[src/rtl/mmio_button_ctrl_if.sv]
// Processor data-port signals seen by the button/output MMIO peripheral.
// The master side is the processor; the slave side is the peripheral.
interface mmio_button_ctrl_if;
  logic [31:0] mem_addr;
  logic        mem_wren;
  logic [31:0] mem_wdata;
  logic        rd_hit;
  logic [31:0] rd_data;

  modport master (
    output mem_addr, mem_wren, mem_wdata,
    input  rd_hit, rd_data
  );

  modport slave (
    input  mem_addr, mem_wren, mem_wdata,
    output rd_hit, rd_data
  );
endinterface

[src/rtl/mmio_button_ctrl.sv]
// Button synchroniser/debouncer with sticky read-to-clear events and a persistent output register.
// Optional feature macro MMIO_IRQ_EN: adds an IRQ mask register at OUT_ADDR+4 and drives irq.
module mmio_button_ctrl #(
  parameter int          NUM_BTN         = 5,
  parameter int          DEBOUNCE_CYCLES = 1000000,
  parameter int          CNT_W           = 20,
  parameter logic [31:0] BTN_BASE        = 32'd3000,
  parameter logic [31:0] BTN_STRIDE      = 32'd1000,
  parameter logic [31:0] OUT_ADDR        = 32'd2000
) (
  input  logic                clock,
  input  logic                reset,
  input  logic [NUM_BTN-1:0]  btn_raw,
  mmio_button_ctrl_if.slave   bus,
  output logic [NUM_BTN-1:0]  btn_level,
  output logic [31:0]         out_data,
  output logic                out_strobe,
  output logic                irq
);

  localparam logic [CNT_W-1:0] CNT_MAX = CNT_W'(DEBOUNCE_CYCLES - 1);

  logic [NUM_BTN-1:0] sync1_q, sync1_d;
  logic [NUM_BTN-1:0] sync2_q, sync2_d;
  logic [CNT_W-1:0]   cnt_q [NUM_BTN];
  logic [CNT_W-1:0]   cnt_d [NUM_BTN];
  logic [NUM_BTN-1:0] level_q, level_d;
  logic [NUM_BTN-1:0] event_q, event_d;
  logic               rd_hit_q, rd_hit_d;
  logic [31:0]        rd_data_q, rd_data_d;
  logic [31:0]        out_data_q, out_data_d;
  logic               out_strobe_q, out_strobe_d;
  logic [NUM_BTN-1:0] rd_sel;
  logic               out_wr;
`ifdef MMIO_IRQ_EN
  logic [NUM_BTN-1:0] mask_q, mask_d;
  logic               mask_wr, mask_rd;
`endif

  always_comb begin
    sync1_d = btn_raw;
    sync2_d = sync1_q;
    level_d = level_q;
    // A single matching sample drops the count back to zero, so only a full stable run toggles.
    for (int i = 0; i < NUM_BTN; i++) begin
      cnt_d[i] = '0;
      if (sync2_q[i] != level_q[i]) begin
        if (cnt_q[i] == CNT_MAX) level_d[i] = ~level_q[i];
        else                     cnt_d[i] = cnt_q[i] + CNT_W'(1);
      end
    end

    rd_sel = '0;
    for (int i = 0; i < NUM_BTN; i++) begin
      if (!bus.mem_wren && (bus.mem_addr == BTN_BASE + BTN_STRIDE * 32'(i))) rd_sel[i] = 1'b1;
    end

    rd_hit_d  = |rd_sel;
    rd_data_d = '0;
    for (int i = 0; i < NUM_BTN; i++) begin
      if (rd_sel[i]) rd_data_d = {30'b0, event_q[i], level_q[i]};
    end

    // Rising edge is ORed in after the read-clear so a coincident press is never lost.
    event_d = (event_q & ~rd_sel) | (level_d & ~level_q);

    out_wr       = bus.mem_wren && (bus.mem_addr == OUT_ADDR);
    out_data_d   = out_wr ? bus.mem_wdata : out_data_q;
    out_strobe_d = out_wr;

`ifdef MMIO_IRQ_EN
    mask_wr = bus.mem_wren && (bus.mem_addr == OUT_ADDR + 32'd4);
    mask_rd = !bus.mem_wren && (bus.mem_addr == OUT_ADDR + 32'd4);
    mask_d  = mask_wr ? bus.mem_wdata[NUM_BTN-1:0] : mask_q;
    if (mask_rd) begin
      rd_hit_d  = 1'b1;
      rd_data_d = {{(32-NUM_BTN){1'b0}}, mask_q};
    end
`endif
  end

  always_ff @(posedge clock or negedge reset) begin
    if (!reset) begin
      sync1_q      <= '0;
      sync2_q      <= '0;
      for (int i = 0; i < NUM_BTN; i++) cnt_q[i] <= '0;
      level_q      <= '0;
      event_q      <= '0;
      rd_hit_q     <= 1'b0;
      rd_data_q    <= '0;
      out_data_q   <= '0;
      out_strobe_q <= 1'b0;
`ifdef MMIO_IRQ_EN
      mask_q       <= '1;
`endif
    end else begin
      sync1_q      <= sync1_d;
      sync2_q      <= sync2_d;
      for (int i = 0; i < NUM_BTN; i++) cnt_q[i] <= cnt_d[i];
      level_q      <= level_d;
      event_q      <= event_d;
      rd_hit_q     <= rd_hit_d;
      rd_data_q    <= rd_data_d;
      out_data_q   <= out_data_d;
      out_strobe_q <= out_strobe_d;
`ifdef MMIO_IRQ_EN
      mask_q       <= mask_d;
`endif
    end
  end

  assign bus.rd_hit  = rd_hit_q;
  assign bus.rd_data = rd_data_q;
  assign btn_level   = level_q;
  assign out_data    = out_data_q;
  assign out_strobe  = out_strobe_q;
`ifdef MMIO_IRQ_EN
  assign irq = |(event_q & mask_q);
`else
  assign irq = 1'b0;
`endif

endmodule

[src/flat_wrapper.sv]
// flat-port wrapper written by rule: the top's interface ports become plain ports
module mmio_button_ctrl_flat 
#(
  parameter int          NUM_BTN         = 5,
  parameter int          DEBOUNCE_CYCLES = 1000000,
  parameter int          CNT_W           = 20,
  parameter logic [31:0] BTN_BASE        = 32'd3000,
  parameter logic [31:0] BTN_STRIDE      = 32'd1000,
  parameter logic [31:0] OUT_ADDR        = 32'd2000
)
  (clock, reset, btn_raw, btn_level, out_data, out_strobe, irq, bus_mem_addr, bus_mem_wren, bus_mem_wdata, bus_rd_hit, bus_rd_data);
  mmio_button_ctrl_if bus_i ();
  input  logic clock;
  input  logic reset;
  input  logic [NUM_BTN-1:0] btn_raw;
  output logic [NUM_BTN-1:0] btn_level;
  output logic [31:0] out_data;
  output logic out_strobe;
  output logic irq;
  input wire logic [$bits(bus_i.mem_addr)-1:0] bus_mem_addr;
  input wire logic [$bits(bus_i.mem_wren)-1:0] bus_mem_wren;
  input wire logic [$bits(bus_i.mem_wdata)-1:0] bus_mem_wdata;
  output wire logic [$bits(bus_i.rd_hit)-1:0] bus_rd_hit;
  output wire logic [$bits(bus_i.rd_data)-1:0] bus_rd_data;
  assign bus_i.mem_addr = bus_mem_addr;
  assign bus_i.mem_wren = bus_mem_wren;
  assign bus_i.mem_wdata = bus_mem_wdata;
  assign bus_rd_hit = bus_i.rd_hit;
  assign bus_rd_data = bus_i.rd_data;
  mmio_button_ctrl #(.NUM_BTN(NUM_BTN), .DEBOUNCE_CYCLES(DEBOUNCE_CYCLES), .CNT_W(CNT_W), .BTN_BASE(BTN_BASE), .BTN_STRIDE(BTN_STRIDE), .OUT_ADDR(OUT_ADDR)) u_core (.clock(clock), .reset(reset), .btn_raw(btn_raw), .bus(bus_i), .btn_level(btn_level), .out_data(out_data), .out_strobe(out_strobe), .irq(irq));
endmodule
[config.mk]
export PLATFORM = sky130hd
export DESIGN_NAME = mmio_button_ctrl_flat
export DESIGN_NICKNAME = d
export VERILOG_FILES = /design/src/rtl/mmio_button_ctrl_if.sv /design/src/rtl/mmio_button_ctrl.sv /design/src/flat_wrapper.sv
export SDC_FILE = /design/constraint.sdc
export NUM_CORES = 1
export LEC_CHECK = 0
export ABC_AREA = 1
export BUFFER_PORTS_ARGS = -buffer_cell sky130_fd_sc_hd__buf_4
export CAP_MARGIN = 20
export CORE_MARGIN = 5
export CORE_UTILIZATION = 51
export DETAILED_ROUTE_END_ITERATION = 10
export PLACE_DENSITY_LB_ADDON = 0.05
export SLEW_MARGIN = 20
export SYNTH_ARGS = -nofsm -noshare
export SYNTH_HDL_FRONTEND = slang
export SYNTH_SLANG_ARGS = --single-unit
[constraint.sdc]
create_clock -name clock -period 1.5 [get_ports clock]
set_input_delay 0.3 -clock clock [delete_from_list [all_inputs] [get_ports clock]]
set_output_delay 0.3 -clock clock [all_outputs]
set_load 0.01 [all_outputs]
==> impl_metrics.tcl <==
set metrics [dict create \
    drc_errors 0 \
    coreArea_sq_um 15300 \
    fmax_mhz 598 \
    final_max_slew_viol_count 0 \
    via_count 7325 \
    portBuffers 112 \
    drive_above_1_share_pct 35.3 \
    layout_common_cells "222 x buf_4, 220 x nand2_1, 150 x dfrtp_1" \
    final.setup.tns_ps -2940 \
    numCtsBuffers 17 \
    dp_hpwl_um 14400 \
    start_util_pct 52.4 \
    wire_per_inst_um 13.6 \
    final_net_count 1338 \
    worst-path-max-fanout 3 \
    place_inst 1418 \
    finalHoldViolCount 0 \
    first_iter_violations 306 \
    irDropWorstVdd_mv 0.830 \
    grt_pass1_vias 6940 \
    fin_area_sq_um 11500 \
    synth_cell_type_count 38 \
    grt_usage_pct 21.9 \
    placed_area_sq_um 9810 \
    period_share_pct 112 \
    status "finished, violations left" \
    cts_root_buf "clkbuf_16" \
    fin_ws_ps -173 \
    finalClockSkew_ps 6.75 \
    clk_latency_ps 430 \
    syn_inst 1001 \
    htreeDepth 4 \
    worstSetupPathType "flip-flop to flip-flop" \
    crit_arrival_ps 1990 \
    cts_max_path_buffers 2 \
    die_w_um 135 \
    period_minus_slack_ps 1670 \
    syn_area_per_cell_sq_um 8.02 \
    overflow 0 \
    firstDrtPassIters 5 \
    required_ps 1810 \
    synth_area_sq_um 8030 \
    total_leakage_power_nw 5.76 \
    cts.sinks 156 \
    cellPowerDensity_nw_per_um2 837 \
    pin_count 144 \
    grt_pass1_wl_um 32300 \
    whs_ps 58.1 \
    yosys_warnings 0 \
    final_cells 1485 \
    routed_wl_um 20200 \
    viasPerCell 4.93 \
    die_area_sq_um 18400 \
    setup_viol 46 \
    drtAntennaViolNets 0 \
    die_h_um 135 \
    area_delta_synth_final_pct 42.7 \
    final_common_cell "buf_4" \
    power_mw 9.59 \
    grt_antenna_before_repair 0 \
    violations "setup timing" \
    fillCellCount 1142 \
    n_antenna_cell 0 \
    row_count 45 \
    grt_max_degree 55 \
    place_ws_ps -159 \
    gp_congestion 0.870 \
    ys_seq_area_share_pct 48.6 \
    crit_path_end_kind "flip-flop" \
    cap_violations 0 \
    clkTransAtPathRegs_ps 70 \
    grt_setup_unrepaired "true" \
    start_kind "flip-flop" \
    min_path_type "input pin to flip-flop" \
    utilization_pct 74.8 \
    cts_tree "yes" \
    synth_seq_cells 156 \
]
layer usage:
layer | track usage [%] | up-vias | routed length, um
li1 | - | 3682 | -
met1 | 27.9 | 3444 | 8880
met2 | 35.6 | 175 | 9710
met3 | 6.98 | 24 | 1300
met4 | 7.00 | 0 | 314
met5 | 0 | - | 0
sequential cells by signal, summed over array words and instances (netlist names):
name	count
u_core.out_data	32
u_core.sync1_q	5
u_core.bus.rd_data	2
u_core.btn_level	5
u_core.sync2_q	5
u_core.cnt_q	100
u_core.event_q	5
u_core.out_strobe	1
u_core.bus.rd_hit	1
path summary, 6_finish.rpt:
| path | depth (start not counted) | endpoint | slack (ps) | start |
|---|---|---|---|---|
| setup / recovery | 9 | u_core.cnt_q[72] | -170 | u_core.cnt_q[60] |
| hold / removal | 3 | u_core.out_data[1] | 60 | bus_mem_wdata[1] |
| setup reg to reg | 9 | u_core.cnt_q[72] | -170 | u_core.cnt_q[60] |
| hold reg to reg | 0 | u_core.sync2_q[3] | 350 | u_core.sync1_q[3] |
| max in group asynchronous | 3 | u_core.cnt_q[17] | 780 | reset |
| min in group asynchronous | 2 | u_core.out_data[27] | 220 | reset |
worst max-delay path, stage by stage (launching register included):
cell and delay (ps):
dfrtp_1 370, ha_2 210, nand2_2 70, nor2_2 130, nand3_2 120, nor3_4 220, nand2_2 140, nor3_4 140
buf_4 130, nor3b_2 30
layout make-up:
cell class                 instances  area (sq um)  share of cell area, %
inverter                         118           465                   4.06
sequential                       156          3910                   34.1
clock inverter                    13           185                   1.62
timing repair buffer             251          2060                   17.9
multi-input combinational        717          4120                   36.0
tap                              211           264                   2.30
clock buffer                      19           453                   3.95
where the power goes:
| part | internal [mW] | switching [mW] | total, mW |
|---|---|---|---|
| logic | 0.295 | 0.343 | 0.637 |
| registers | 4.25 | 0.0386 | 4.29 |
| clock network | 2.89 | 1.77 | 4.66 |
repair_timing:
item,4_1_cts,5_1_grt
gates resized for setup,67,139
pin swaps,32,35
buffers inserted,14,18
hold buffers,6,0
endpoints found under the hold margin,161,0
setup endpoints to repair,47,89
cloned,0,0
cell usage after synthesis (all sizes together):
cell,instances,share of area (%)
nand2,256,12
nor2,164,8.4
dfrtp,156,49
inv,118,5.5
nand3,59,3.9
nor3,39,3.3
buf,38,3.6
a21oi,35,2.2
nand4,35,3.0
xor2,28,3.1
o21ai,20,1.2
o21a,7,0.65
a31oi,6,0.47
and3,6,0.47
ha,5,0.78
nor3b,5,0.59
nor4,5,0.39
xnor2,5,0.55
o31ai,4,0.37
clkbuf,2,0.094
o21bai,2,0.19
a211oi,1,0.094
and2,1,0.078
conb,1,0.047
nand3b,1,0.094
o211a,1,0.12
or2,1,0.078
cell families after synthesis:
kind of cell,share of synthesized area (%)
simple gates,32.5
buf+inv,9.18
flops,48.6
compound gates,5.33
xor+xnor,3.60
fa+ha+maj,0.779
other cells,0.0467
Note: power is estimated with default switching activity, not from simulation.
